## src/rtl/rst_seq.sv

```systemverilog
// rst_seq: staggered reset-release sequencer with a four-phase soft-reset handshake.
// One global reset releases NUM_STAGES reset domains in ascending order,
// with STAGE_DELAY cycles between consecutive releases. A soft-reset
// request re-runs the full sequence without asserting the global reset.
//
// Ports:
//   clk_i           reference clock
//   rst_i           async active-high global reset (deassertion synchronized inside)
//   soft_rst_req_i  soft-reset request, four-phase level
//   soft_rst_ack_o  soft-reset acknowledge, four-phase level
//   rst_o           per-stage active-high reset, bit k is stage k
//   rst_no          bitwise inverse of rst_o
//   seq_done_o      high once every stage is released
//   state_o         FSM state for debug: HOLD=0, RELEASE=1, DONE=2, SOFT=3
module rst_seq #(
    parameter int unsigned NUM_STAGES      = 4,
    parameter int unsigned STAGE_DELAY     = 8,
    parameter int unsigned SYNC_STAGES     = 2,
    parameter int unsigned SOFT_RST_CYCLES = 16
) (
    input  logic                  clk_i,
    input  logic                  rst_i,
    input  logic                  soft_rst_req_i,
    output logic                  soft_rst_ack_o,
    output logic [NUM_STAGES-1:0] rst_o,
    output logic [NUM_STAGES-1:0] rst_no,
    output logic                  seq_done_o,
    output logic [1:0]            state_o
);

    localparam int unsigned CNT_MAX = (STAGE_DELAY > SOFT_RST_CYCLES) ? STAGE_DELAY : SOFT_RST_CYCLES;
    localparam int unsigned CNT_W   = $clog2(CNT_MAX + 1);
    localparam int unsigned STG_W   = (NUM_STAGES > 1) ? $clog2(NUM_STAGES) : 1;

    typedef enum logic [1:0] {
        S_HOLD    = 2'd0,
        S_RELEASE = 2'd1,
        S_DONE    = 2'd2,
        S_SOFT    = 2'd3
    } state_e;

    logic [SYNC_STAGES-1:0] sync_q, sync_d;
    state_e                 state_q, state_d;
    logic [STG_W-1:0]       stage_q, stage_d;
    logic [CNT_W-1:0]       cnt_q, cnt_d;
    logic [NUM_STAGES-1:0]  rst_q, rst_d;
    logic                   done_q, done_d;
    logic                   ack_q, ack_d;
    // Marks a sequence that was started by a soft request, so only that one is acknowledged.
    logic                   soft_q, soft_d;

    // State register; rst_i sets everything to the reset values immediately.
    always_ff @(posedge clk_i or posedge rst_i) begin
        if (rst_i) begin
            sync_q  <= '1;
            state_q <= S_HOLD;
            stage_q <= '0;
            cnt_q   <= '0;
            rst_q   <= '1;
            done_q  <= 1'b0;
            ack_q   <= 1'b0;
            soft_q  <= 1'b0;
        end else begin
            sync_q  <= sync_d;
            state_q <= state_d;
            stage_q <= stage_d;
            cnt_q   <= cnt_d;
            rst_q   <= rst_d;
            done_q  <= done_d;
            ack_q   <= ack_d;
            soft_q  <= soft_d;
        end
    end

    // Next-state, counter, stage and output logic.
    always_comb begin
        sync_d  = {sync_q[SYNC_STAGES-2:0], 1'b0};
        state_d = state_q;
        stage_d = stage_q;
        cnt_d   = cnt_q;
        rst_d   = rst_q;
        done_d  = done_q;
        ack_d   = ack_q & soft_rst_req_i;
        soft_d  = soft_q;

        case (state_q)
            S_HOLD: begin
                // Leave on the edge where the synchronizer output deasserts, so the
                // release schedule is anchored at edge SYNC_STAGES.
                if (!sync_d[SYNC_STAGES-1]) begin
                    state_d = S_RELEASE;
                    stage_d = '0;
                    cnt_d   = '0;
                end
            end
            S_RELEASE: begin
                if (cnt_q == CNT_W'(STAGE_DELAY - 1)) begin
                    for (int unsigned k = 0; k < NUM_STAGES; k++) begin
                        if (STG_W'(k) == stage_q) begin
                            rst_d[k] = 1'b0;
                        end
                    end
                    cnt_d = '0;
                    if (stage_q == STG_W'(NUM_STAGES - 1)) begin
                        state_d = S_DONE;
                        stage_d = '0;
                        done_d  = 1'b1;
                        if (soft_q) begin
                            ack_d  = 1'b1;
                            soft_d = 1'b0;
                        end
                    end else begin
                        stage_d = stage_q + STG_W'(1);
                    end
                end else begin
                    cnt_d = cnt_q + CNT_W'(1);
                end
            end
            S_DONE: begin
                // A request still held after its ack is not a new request.
                if (soft_rst_req_i && !ack_q) begin
                    state_d = S_SOFT;
                    cnt_d   = '0;
                    rst_d   = '1;
                    done_d  = 1'b0;
                    soft_d  = 1'b1;
                end
            end
            S_SOFT: begin
                if (cnt_q == CNT_W'(SOFT_RST_CYCLES - 1)) begin
                    state_d = S_RELEASE;
                    stage_d = '0;
                    cnt_d   = '0;
                end else begin
                    cnt_d = cnt_q + CNT_W'(1);
                end
            end
            default: begin
                state_d = S_HOLD;
            end
        endcase
    end

    assign rst_o          = rst_q;
    assign rst_no         = ~rst_q;
    assign seq_done_o     = done_q;
    assign soft_rst_ack_o = ack_q;
    assign state_o        = state_q;

endmodule

```

## config.mk

```make
export PLATFORM = sky130hd
export DESIGN_NAME = rst_seq
export DESIGN_NICKNAME = d
export VERILOG_FILES = /design/src/rtl/rst_seq.sv
export SDC_FILE = /design/constraint.sdc
export NUM_CORES = 1
export LEC_CHECK = 0
export BUFFER_PORTS_ARGS = -buffer_cell sky130_fd_sc_hd__buf_2
export CELL_PAD_IN_SITES_DETAIL_PLACEMENT = 0
export CELL_PAD_IN_SITES_GLOBAL_PLACEMENT = 2
export CORE_ASPECT_RATIO = 1.5
export CORE_MARGIN = 2
export CORE_UTILIZATION = 28
export DETAILED_ROUTE_END_ITERATION = 7
export PLACE_DENSITY = 0.76
export SKIP_LAST_GASP = 1
export SYNTH_ARGS = -nofsm -noshare
export SYNTH_HDL_FRONTEND = slang
export SYNTH_SLANG_ARGS = --single-unit
```

## constraint.sdc

```tcl
create_clock -name clk_i -period 1.8 [get_ports clk_i]
set_input_delay 0.36 -clock clk_i [delete_from_list [all_inputs] [get_ports clk_i]]
set_output_delay 0.36 -clock clk_i [all_outputs]
set_load 0.02 [all_outputs]
```

# Word level (Yosys, flattened, before mapping)
# Index checks and enable logic that the tools add are counted.
# W data, S select, Z words.
[word_totals]
register_bits = 17
inputBits = 3
out_inout_bits = 12
elab_cells = 82
[classes]
addsub = 2
eq_ne = 18
mux = 35
bitwise_logic = 2
n_reduce_logical = 14
[ops]
columns = ["cell", "count"]
rows = [
  ["$reduce_and A4 Y1", 6],
  ["$mux W5", 4],
  ["$pmux W5 S4", 1],
  ["$mux W2", 9],
  ["$ne A2 B2 Y1 const B", 9],
  ["$mux W1", 14],
  ["$mux W4", 2],
  ["$pmux W2 S4", 1],
  ["$pmux W4 S2", 1],
  ["$eq A2 B2 Y1 const B", 3],
  ["$pmux W2 S3", 1],
  ["$add A5 B1 Y5 const B", 1],
  ["$eq A5 B3 Y1 const B", 1],
  ["$eq A5 B4 Y1 const B", 1],
  ["$reduce_and A5 Y1", 1],
  ["$eq A2 B2 Y1 const A", 2],
  ["$logic_not A2 Y1", 2],
  ["$not A4 Y4", 1],
  ["$pmux W1 S2", 2],
  ["$reduce_bool A3 Y1", 1],
  ["$add A2 B1 Y2 const B", 1],
  ["$eq A1 B2 Y1 const A", 1],
  ["$eq A2 B1 Y1 const B", 1],
  ["$reduce_and A2 Y1", 1],
  ["4 further kinds", 4],
]

# Longest topological paths before layout
# Gate-level depths: netlist of run 1.
[logic_depth]
depth_word = 5
mapped_depth = 8
ltp_nobuf = 8

# Worst setup path before layout of run 1
# No wires, ideal clock.
[synth_timing]
path_kind = "reg-to-reg"
start = "register cnt_q[0]"
end = "register stage_q[0]"
setup_time_ns = 0.128
t_arrival_ns = 1.668
required_ns = 1.672
setup_slack_ns = 0.005
stages_incl_launch_ff = 9
n_path_buf = 0
period_less_slack_ns = 1.795
path_cell_list = "dfrtp_1 -> ha_1 -> nand3_1 -> inv_1 -> ha_1 -> nor2b_1 -> a21oi_1 -> nor3b_2 -> mux2_1"
[synth_via]
elab_chain_cells = 3
word_cells_on_any_way = 5
classes_between = "eq/ne: 4; reduce/logical: 1"
[synth_rtl]
columns = ["element", "line", "rtl"]
rows = [
  ["from (decl)", "45", "logic [CNT_W-1:0] cnt_q, cnt_d;"],
  ["from (signal assigned)", "67", "cnt_q <= cnt_d;"],
  ["$eq A5 B4 Y1 or $eq A5 B3 Y1 (tied branches)", "130, 97", ""],
  ["$ne A2 B2 Y1 (no line)", "-", ""],
  ["$reduce_and A4 Y1 (no line) *", "-", ""],
  ["to (signal assigned)", "66", "stage_q <= stage_d;"],
  ["to (decl)", "44", "logic [STG_W-1:0] stage_q, stage_d;"],
]
# Mark *: on every way between the ends. The rest lies on a longest branch, timed or not.
# A chain may end at the register's enable or synchronous reset.

# Worst setup path in the final report of run 1
[layout_timing]
start = "register cnt_q[0]"
end = "register soft_q"
[layout_via]
elab_chain_cells = 3
[layout_rtl]
columns = ["element", "line", "rtl"]
rows = [
  ["$eq A5 B3 Y1", "97", "if (cnt_q == CNT_W'(STAGE_DELAY - 1)) begin"],
  ["$ne A2 B2 Y1 (no line)", "-", ""],
  ["$reduce_and A4 Y1 (no line)", "-", ""],
  ["to (signal assigned)", "71", "soft_q <= soft_d;"],
  ["to (decl)", "50", "logic soft_q, soft_d;"],
]
# Every way passes these cells.

==> flow_metrics.env, run 1 <==
export IMPL_clock_latency_ps=250
export IMPL_holdWs_ps=192
export IMPL_crit_path_end_kind="register"
export IMPL_drt_pass1_iter_count=4
export IMPL_portBuffers=14
export IMPL_fin_util_pct=36.2
export IMPL_rows=27
export IMPL_slowest_delay_ps=350
export IMPL_ys_seq_area_share_pct=40.8
export IMPL_worst_slew_pin_slew_ps=667
export IMPL_clkSinkCount=17
export IMPL_hold_viol_final=0
export IMPL_synth_seq_cells=17
export IMPL_grt_max_degree=18
export IMPL_drtAntennaViolNets=0
export IMPL_finalInstanceArea_mm2=0.00132
export IMPL_htreeDepth=1
export IMPL_status="completed"
export IMPL_design_die_area_mm2=0.00430
export IMPL_final_min_clock_period_ps=1740
export IMPL_ys_async_sr_fraction_pct=100
export IMPL_grt_pass1_wl_um=3730
export IMPL_viasPerCell=4.67
export IMPL_max_clock_freq_mhz=576
export IMPL_synth_edf_count=0
export IMPL_syn_inst=103
export IMPL_syn_avg_cell_area_um2=10.3
export IMPL_final_setup_tns_ps=0
export IMPL_hpwl_um=1770
export IMPL_cap_violations=0
export IMPL_cts_tree="yes"
export IMPL_wl_per_cell_um=12.6
export IMPL_fill_cells=390
export IMPL_root_buffer="clkbuf_8"
export IMPL_slew_violations=0
export IMPL_gp_congestion=0.734
export IMPL_post_cts_buffers=0
export IMPL_first_global_vias=898
export IMPL_core_area_mm2=0.00365
export IMPL_antenna_found_initial=0
export IMPL_numCtsBuffers=3
export IMPL_yosys_most_used_dff="dfrtp_1"
export IMPL_grt_usage_pct=11.8
export IMPL_drt_initial_drc_count=9
export IMPL_ys_warnings_count=0
export IMPL_area_delta_synth_final_pct=24.9
export IMPL_ctsHoldBuffers=0
export IMPL_p_per_area_mw_per_mm2=1730
export IMPL_crit_chain="ha_1 -> buf_4 -> and4bb_4 -> nand2b_4 -> nand4_4 -> mux2_4"
export IMPL_synth_area_leader_cell="dfrtp_1"
export IMPL_holdCritPathClass="input pin to asynchronous set/reset pin"
export IMPL_syn_nets=118
export IMPL_cpMaxStageDelayCell="dfrtp_1"
export IMPL_antenna_cells=0
export IMPL_syn_area_mm2=0.00106
export IMPL_layout_nets=146
export IMPL_placed_cell_area_mm2=0.00126
export IMPL_chipHeight_um=79.3
export IMPL_io_pins=15
export IMPL_initial_core_util_pct=29.0
export IMPL_setup_viol=0
export IMPL_peakVddDrop_mv=0.586
export IMPL_fin_skew_ps=2.12
export IMPL_synth_top_cell_area_share_pct=28.4
export IMPL_required_ps=1940
export IMPL_vias=808
export IMPL_yosysUniqueCellTypes=29
export IMPL_clk_pin_slew_ps=60
export IMPL_clockBufferDepth=2
export IMPL_slew_headroom_pct=55.5
export IMPL_wl_um=2180
export IMPL_crit_path_start_kind="register"
export IMPL_p_leak_nw=0.656
export IMPL_critPathMaxFanout=6
export IMPL_path_class="register to register"
export IMPL_yosys_top_cells_count="dfrtp_1, ha_1, inv_1"
export IMPL_drcViolationCount=0
export IMPL_drive_gt1_share_pct=34.6
export IMPL_die_w_um=54.2
export IMPL_worstPathArrival_ps=1880
export IMPL_grt_overflow=0
export IMPL_min_period_over_period_pct=96.5
export IMPL_synth_top_cells_by_area="dfrtp_1, ha_1, dfstp_2"
==> timing repair <==
item / 4_1_cts / 5_1_grt
gates cloned: 0 / 0
endpoints found under the setup margin: 1 / 5
resized for setup: 1 / 4
==> registers in the layout, summed over array words and instances (netlist names) <==
name            count
soft_rst_ack_o      1
sync_q              1
state_o             2
soft_q              1
seq_done_o          1
rst_o               4
cnt_q               5
stage_q             2
==> worst max-delay path, delay by kind of cell (launching register included) <==
kind / cells / cell delay (ps)
adder cells (fa/ha/maj): 1 / 200
buffers and inverters: 1 / 130
flip-flops: 1 / 350
multiplexers: 1 / 320
AND/OR/NAND/NOR: 3 / 620
==> final timing paths <==
kind | startpoint | end | slack (ps) | depth (start not counted)
worst max register to register | cnt_q[0] | soft_q | 60 | 6
max in group asynchronous | rst_i | cnt_q[2] | 1180 | 2
worst max-delay path | cnt_q[0] | soft_q | 60 | 6
worst min-delay path | rst_i | seq_done_o | 190 | 2
worst min register to register | rst_o[2] | rst_o[2] | 490 | 2
min in group clk_i | soft_rst_req_i | soft_rst_ack_o | 330 | 3
==> per-stage QoR <==
stage	total power [mW]	setup slack, ps	instances
2_1_floorplan	1.51	4.90	103
3_3_place_gp	1.93	76.5	169
3_5_place_dp	1.97	4.55	169
4_1_cts	2.27	2.76	173
5_1_grt	2.48	-5.49	173
6_report	2.28	63.8	173
==> power breakdown <==
group	leakage (nW)	switching, mW	internal [mW]	total (mW)
logic	0.430	0.718	0.645	1.36
registers	0.204	0.104	0.531	0.635
clock network	0.0228	0.130	0.157	0.287
total	0.656	0.952	1.33	2.28
==> cell usage in the layout, fill, tap and decap left out, types with 2 or more instances in the layout <==
| cell | netlist | routed |
|---|---|---|
| a21oi_1 | 9 | 8 |
| buf_2 | 1 | 14 |
| buf_4 | 0 | 11 |
| clkbuf_8 | 0 | 3 |
| dfrtp_1 | 12 | 12 |
| dfstp_2 | 5 | 5 |
| ha_1 | 12 | 12 |
| inv_1 | 12 | 12 |
| mux2_4 | 2 | 3 |
| mux2i_1 | 4 | 4 |
| nand2_1 | 7 | 7 |
| nand2b_1 | 5 | 5 |
| nand3_1 | 8 | 7 |
| nor2_1 | 5 | 5 |
| o21ai_1 | 2 | 2 |
| o2bb2ai_1 | 2 | 2 |
==> kinds of logic after synthesis <==
family / Yosys count / share of synthesized area, %
other: 1 / 0.354
flip-flops: 17 / 40.8
AND/OR/NAND/NOR: 35 / 21.3
AO/OA/AOI/OAI: 16 / 9.57
multiplexers: 8 / 8.75
buffers and inverters: 14 / 5.08
adder cells (fa/ha/maj): 12 / 14.2
==> metal layers <==
metal / global-route usage, % / part of all wire (%) / up-vias
met1: 10.1 / 37 / 394
met3: 1.13 / 1.7 / 5
met5: 0 / 0 / -
met2: 23.7 / 58 / 12
li1: - / - / 397
met4: 6.75 / 2.9 / 0
==> area by class of cell <==
| class | instances | area, um2 | share of cell area, % |
|---|---|---|---|
| Sequential cell | 17 | 432 | 32.6 |
| Inverter | 12 | 45.0 | 3.41 |
| Multi-Input combinational cell | 72 | 594 | 44.9 |
| Clock buffer | 4 | 45.0 | 3.41 |
| Timing Repair Buffer | 25 | 153 | 11.5 |
| Tap cell | 43 | 53.8 | 4.07 |
(Power assumes the default switching activity.)
==> inputs of run 2 (changes only) <==
--- a/config.mk
+++ b/config.mk
@@ -12,7 +12,7 @@
 export CORE_MARGIN = 2
 export CORE_UTILIZATION = 28
 export DETAILED_ROUTE_END_ITERATION = 7
-export PLACE_DENSITY = 0.76
+export PLACE_DENSITY = 0.73
 export SKIP_LAST_GASP = 1
 export SYNTH_ARGS = -nofsm -noshare
 export SYNTH_HDL_FRONTEND = slang
==> constraint.sdc (replaced) <==
create_clock -name clk_i -period 1.7 [get_ports clk_i]
set_input_delay 0.34 -clock clk_i [delete_from_list [all_inputs] [get_ports clk_i]]
set_output_delay 0.34 -clock clk_i [all_outputs]
set_load 0.02 [all_outputs]
==> run 2 against run 1 <==
Routed wire length grew 5.7%. Highest routed layer unchanged. Critical path depth increased by 2. Core utilization rose by 2.9 points. Clock power increased by 3%. Sequential power is 6.3% higher. Count of clock-buffer cells in the layout unchanged. Flip-flop and latch count unchanged.
==> flow_metrics.env, run 2 (synthesis gave the netlist of run 1 again) <==
export IMPL_status="completed"
export IMPL_clkSinkCount=17
export IMPL_worstPathArrival_ps=1820
export IMPL_area_delta_synth_final_pct=35.1
export IMPL_grt_pass1_wl_um=3950
export IMPL_clockBufferDepth=2
export IMPL_path_class="register to register"
export IMPL_vias=851
export IMPL_placed_cell_area_mm2=0.00129
export IMPL_required_ps=1830
export IMPL_intPower_mw=1.54
export IMPL_fin_util_pct=39.2
export IMPL_hold_viol_final=0
export IMPL_antenna_cells=0
export IMPL_clk_pin_slew_ps=60
export IMPL_hpwl_um=1810
export IMPL_slew_violations=0
export IMPL_layout_common_cells="buf_4, buf_2, inv_1, dfrtp_1, ha_1"
export IMPL_viasPerCell=4.63
export IMPL_finalInstanceArea_mm2=0.00143
export IMPL_largest_reg_flops=5
export IMPL_chipHeight_um=79.3
export IMPL_p_seq_share_pct=26.2
export IMPL_design_die_area_mm2=0.00430
export IMPL_core_area_mm2=0.00365
export IMPL_dp_cells=172
export IMPL_io_pins=15
export IMPL_setup_viol=0
export IMPL_max_clock_freq_mhz=593
export IMPL_finalWorstSetupSlack_ps=15.0
export IMPL_holdCritPathClass="input pin to asynchronous set/reset pin"
export IMPL_final_min_clock_period_ps=1690
export IMPL_power_switching_mw=1.04
export IMPL_critPathMaxFanout=2
export IMPL_peakVddDrop_mv=0.509
export IMPL_power_frac_comb_pct=62.3
export IMPL_ctsHoldBuffers=0
export IMPL_wl_um=2300
export IMPL_gp_congestion=0.752
export IMPL_cap_violations=0
export IMPL_root_buffer="clkbuf_8"
export IMPL_cts_tree="yes"
export IMPL_rows=27
export IMPL_holdWs_ps=66.9
export IMPL_p_sw_share_pct=40.3
export IMPL_drcViolationCount=0
export IMPL_antenna_found_initial=0
export IMPL_final_setup_tns_ps=0
export IMPL_largest_register="cnt_q"
export IMPL_layout_commonest_cell="buf_4"
export IMPL_drive_gt1_share_pct=44.7
export IMPL_top_usage_layer="met2"
export IMPL_initial_core_util_pct=29.0
export IMPL_use_met1_pct=12.0
export IMPL_crit_path_end_kind="register"
export IMPL_fin_skew_ps=1.28
export IMPL_numCtsBuffers=3
export IMPL_fin_cells=184
export IMPL_globalRouteMet3Util_pct=1.13
export IMPL_drt_initial_drc_count=14
export IMPL_p_per_area_mw_per_mm2=1800
export IMPL_die_w_um=54.2
export IMPL_grt_max_degree=11
export IMPL_drtAntennaViolNets=0
export IMPL_drt_pass1_iter_count=3
export IMPL_p_leak_nw=0.709
export IMPL_grt_overflow=0
export IMPL_dp_slack_ps=-14.4
export IMPL_crit_path_start_kind="register"
export IMPL_min_period_over_period_pct=99.1
export IMPL_fill_cells=375
export IMPL_grt_met2_usage_pct=24.3
export IMPL_power_mw=2.58
export IMPL_grt_usage_pct=12.2
export IMPL_rsz0062_at_grt="yes"
export IMPL_portBuffers=14
export IMPL_layout_nets=157
export IMPL_htreeDepth=1
export IMPL_clock_latency_ps=240
export IMPL_wl_per_cell_um=12.5
export IMPL_p_clk_share_pct=11.5
export IMPL_first_global_vias=941
## run 2: worst paths after layout
check                                    start              to  slack (ps)  depth (start not counted)
min in group clk_i              soft_rst_req_i  soft_rst_ack_o         320                          3
worst min register to register        rst_o[2]        rst_o[2]         490                          2
max in group asynchronous                rst_i      state_o[0]        1150                          3
worst max register to register        cnt_q[0]      stage_q[0]          10                          8
worst min-delay path                     rst_i      seq_done_o          70                          2
worst max-delay path                  cnt_q[0]      stage_q[0]          10                          8
## run 2: what timing repair did
| action | in CTS | in global routing |
|---|---|---|
| setup endpoints to repair | 1 | 8 |
| pin swaps | 1 | 0 |
| gates resized for setup | 4 | 5 |
| setup buffers | 3 | 5 |
## run 2: cell type report
type                       count  area [um2]  share of cell area (%)
clock buffer                   4        45.0                    3.15
inverter                      12        45.0                    3.15
multi-input combinational     72         618                    43.2
sequential                    17         433                    30.3
tap                           43        53.8                    3.76
timing repair buffer          36         235                    16.4
## run 2: worst max-delay path: stages (launching register included)
cell     delay (ps)
dfrtp_1         360
ha_2            200
nand3_2         100
inv_2            80
ha_4            120
nor2b_2          40
a21oi_2         140
nor3b_4         230
mux2_4          310
## run 2: routing by layer
layer,vias up,wire [um]
li1,423,-
met1,421,833
met2,5,1410
met3,2,30
met4,0,27
met5,-,0
## run 2: power by group through the flow
| stage | clock [mW] | sequential, mW | combinational, mW |
|---|---|---|---|
| finish | 0.297 | 0.675 | 1.60 |
| global route | 0.333 | 0.699 | 1.78 |
| CTS | 0.312 | 0.677 | 1.52 |
| detailed placement | 0 | 0.684 | 1.43 |
| global placement | 0 | 0.672 | 1.41 |
| floorplan | 0 | 0.743 | 0.881 |
==> inputs of run 3 (changes only) <==
==> constraint.sdc (replaced) <==
create_clock -name clk_i -period 1.7 [get_ports clk_i]
set_input_delay 0.255 -clock clk_i [delete_from_list [all_inputs] [get_ports clk_i]]
set_output_delay 0.255 -clock clk_i [all_outputs]
set_load 0.02 [all_outputs]
==> run 3 against run 2 <==
The run now ends with negative setup slack left. Power is 3.8% lower. Non-clock buffer count down 8. Design area shrank 4.0%. Clock skew rose by 6.2 ps. Final cell count is 4.3% lower. Routed wire length down 3.0%. Via count shrank 4.2%. Hold slack gained 15 ps. Core utilization is 1.6 points lower. Clock power increased by 3%. Die area did not move.
==> flow_metrics.env, run 3 (synthesis gave the netlist of run 1 again) <==
export IMPL_top_usage_layer="met2"
export IMPL_chipHeight_um=79.3
export IMPL_grt_met2_usage_pct=22.9
export IMPL_root_buffer="clkbuf_8"
export IMPL_grt_usage_pct=12.2
export IMPL_core_area_mm2=0.00365
export IMPL_design_die_area_mm2=0.00430
export IMPL_fin_cells=176
export IMPL_gp_congestion=0.744
export IMPL_clk_pin_slew_ps=70
export IMPL_drcViolationCount=0
export IMPL_required_ps=1830
export IMPL_fin_skew_ps=7.53
export IMPL_use_met1_pct=12.0
export IMPL_power_mw=2.48
export IMPL_vias=815
export IMPL_grt_pass1_wl_um=3840
export IMPL_hpwl_um=1730
export IMPL_slew_headroom_pct=55.6
export IMPL_drtAntennaViolNets=0
export IMPL_rows=27
export IMPL_fill_cells=381
export IMPL_p_leak_nw=0.668
export IMPL_crit_path_end_kind="register"
export IMPL_crit_start="cnt_q[0]"
export IMPL_p_per_area_mw_per_mm2=1810
export IMPL_drt_initial_drc_count=17
export IMPL_finalWorstSetupSlack_ps=-3.45
export IMPL_initial_core_util_pct=29.0
export IMPL_ctsHoldBuffers=0
export IMPL_rsz0062_at_grt="yes"
export IMPL_layout_nets=149
export IMPL_clkSinkCount=17
export IMPL_final_setup_tns_ps=-3.45
export IMPL_antenna_cells=0
export IMPL_dp_cells=171
export IMPL_placed_cell_area_mm2=0.00128
export IMPL_wl_per_cell_um=12.7
export IMPL_grt_max_degree=18
export IMPL_drt_pass1_iter_count=4
export IMPL_max_clock_freq_mhz=587
export IMPL_cap_violations=0
export IMPL_area_delta_synth_final_pct=29.7
export IMPL_cts_tree="yes"
export IMPL_holdWs_ps=82.1
export IMPL_fin_util_pct=37.6
export IMPL_globalRouteMet3Util_pct=2.26
export IMPL_worstPathArrival_ps=1840
export IMPL_finalInstanceArea_mm2=0.00137
export IMPL_worstReg2RegEnd="stage_q[0]"
export IMPL_portBuffers=14
export IMPL_crit_path_start_kind="register"
export IMPL_layout_common_cells="buf_2, buf_4, inv_1, dfrtp_1"
export IMPL_antenna_found_initial=0
export IMPL_critPathMaxFanout=2
export IMPL_regArea_um2=433
export IMPL_io_pins=15
export IMPL_largest_register="cnt_q"
export IMPL_viasPerCell=4.63
export IMPL_hold_viol_final=0
export IMPL_path_class="register to register"
export IMPL_timing_reg2reg_setup_slack_ps=-3
export IMPL_numCtsBuffers=3
export IMPL_setup_viol=1
export IMPL_r2r_cells=8
export IMPL_first_global_vias=893
export IMPL_wl_um=2230
export IMPL_htreeDepth=1
export IMPL_slew_violations=0
export IMPL_clockBufferDepth=2
export IMPL_largest_reg_flops=5
export IMPL_status="finished with violations"
export IMPL_crit_end="stage_q[0]"
export IMPL_dp_slack_ps=-20.8
export IMPL_drive_gt1_share_pct=42.9
export IMPL_grt_overflow=0
export IMPL_multi_input_area_um2=619
export IMPL_min_period_over_period_pct=100
export IMPL_failed_checks="negative setup slack"
export IMPL_worst_slew_pin_slew_ps=666
export IMPL_die_w_um=54.2
export IMPL_final_min_clock_period_ps=1700
export IMPL_holdCritPathClass="input pin to asynchronous set/reset pin"
export IMPL_peakVddDrop_mv=0.607
export IMPL_timing_rr_start="cnt_q[0]"
export IMPL_clock_latency_ps=250
run 3: layer usage:
layer,vias up,wire (um)
met2,7,1300
met5,-,0
met1,396,843
met4,0,44
li1,408,-
met3,4,37
run 3: worst min path at each step:
stage	from	slack [ps]	endpoint	cells past startpoint
after global routing	rst_i	150	seq_done_o	2
after global placement	rst_i	380	soft_q	2
after floorplan	rst_i	180	cnt_q[0]	1
after detailed placement	rst_i	400	seq_done_o	2
after CTS	rst_i	120	seq_done_o	2
final	rst_i	80	seq_done_o	2
run 3: final cells by class:
cell class | instances | share of cell area [%]
Clock buffer | 3 | 3.01
Clock inverter | 1 | 0.365
Inverter | 12 | 3.28
Multi-Input combinational cell | 72 | 45.1
Sequential cell | 17 | 31.5
Tap cell | 43 | 3.92
Timing Repair Buffer | 28 | 12.8
run 3: report_power, final:
group | leakage [nW] | internal [mW] | switching (mW)
combinational | 0.440 | 0.723 | 0.776
clock | 0.0255 | 0.163 | 0.144
sequential | 0.203 | 0.564 | 0.110
run 3: what timing repair did:
item | 4_1_cts | 5_1_grt
pin swaps | 1 | 1
resized for setup | 3 | 7
setup endpoints to repair | 1 | 9
buffers inserted | 1 | 0
run 3: worst max-delay path, stage by stage, from the launching register on:
cell	delay [ps]
dfrtp_1	360
ha_2	190
nand3_2	90
inv_2	80
ha_4	120
nor2b_2	40
a21oi_2	160
nor3b_4	240
mux2_4	310
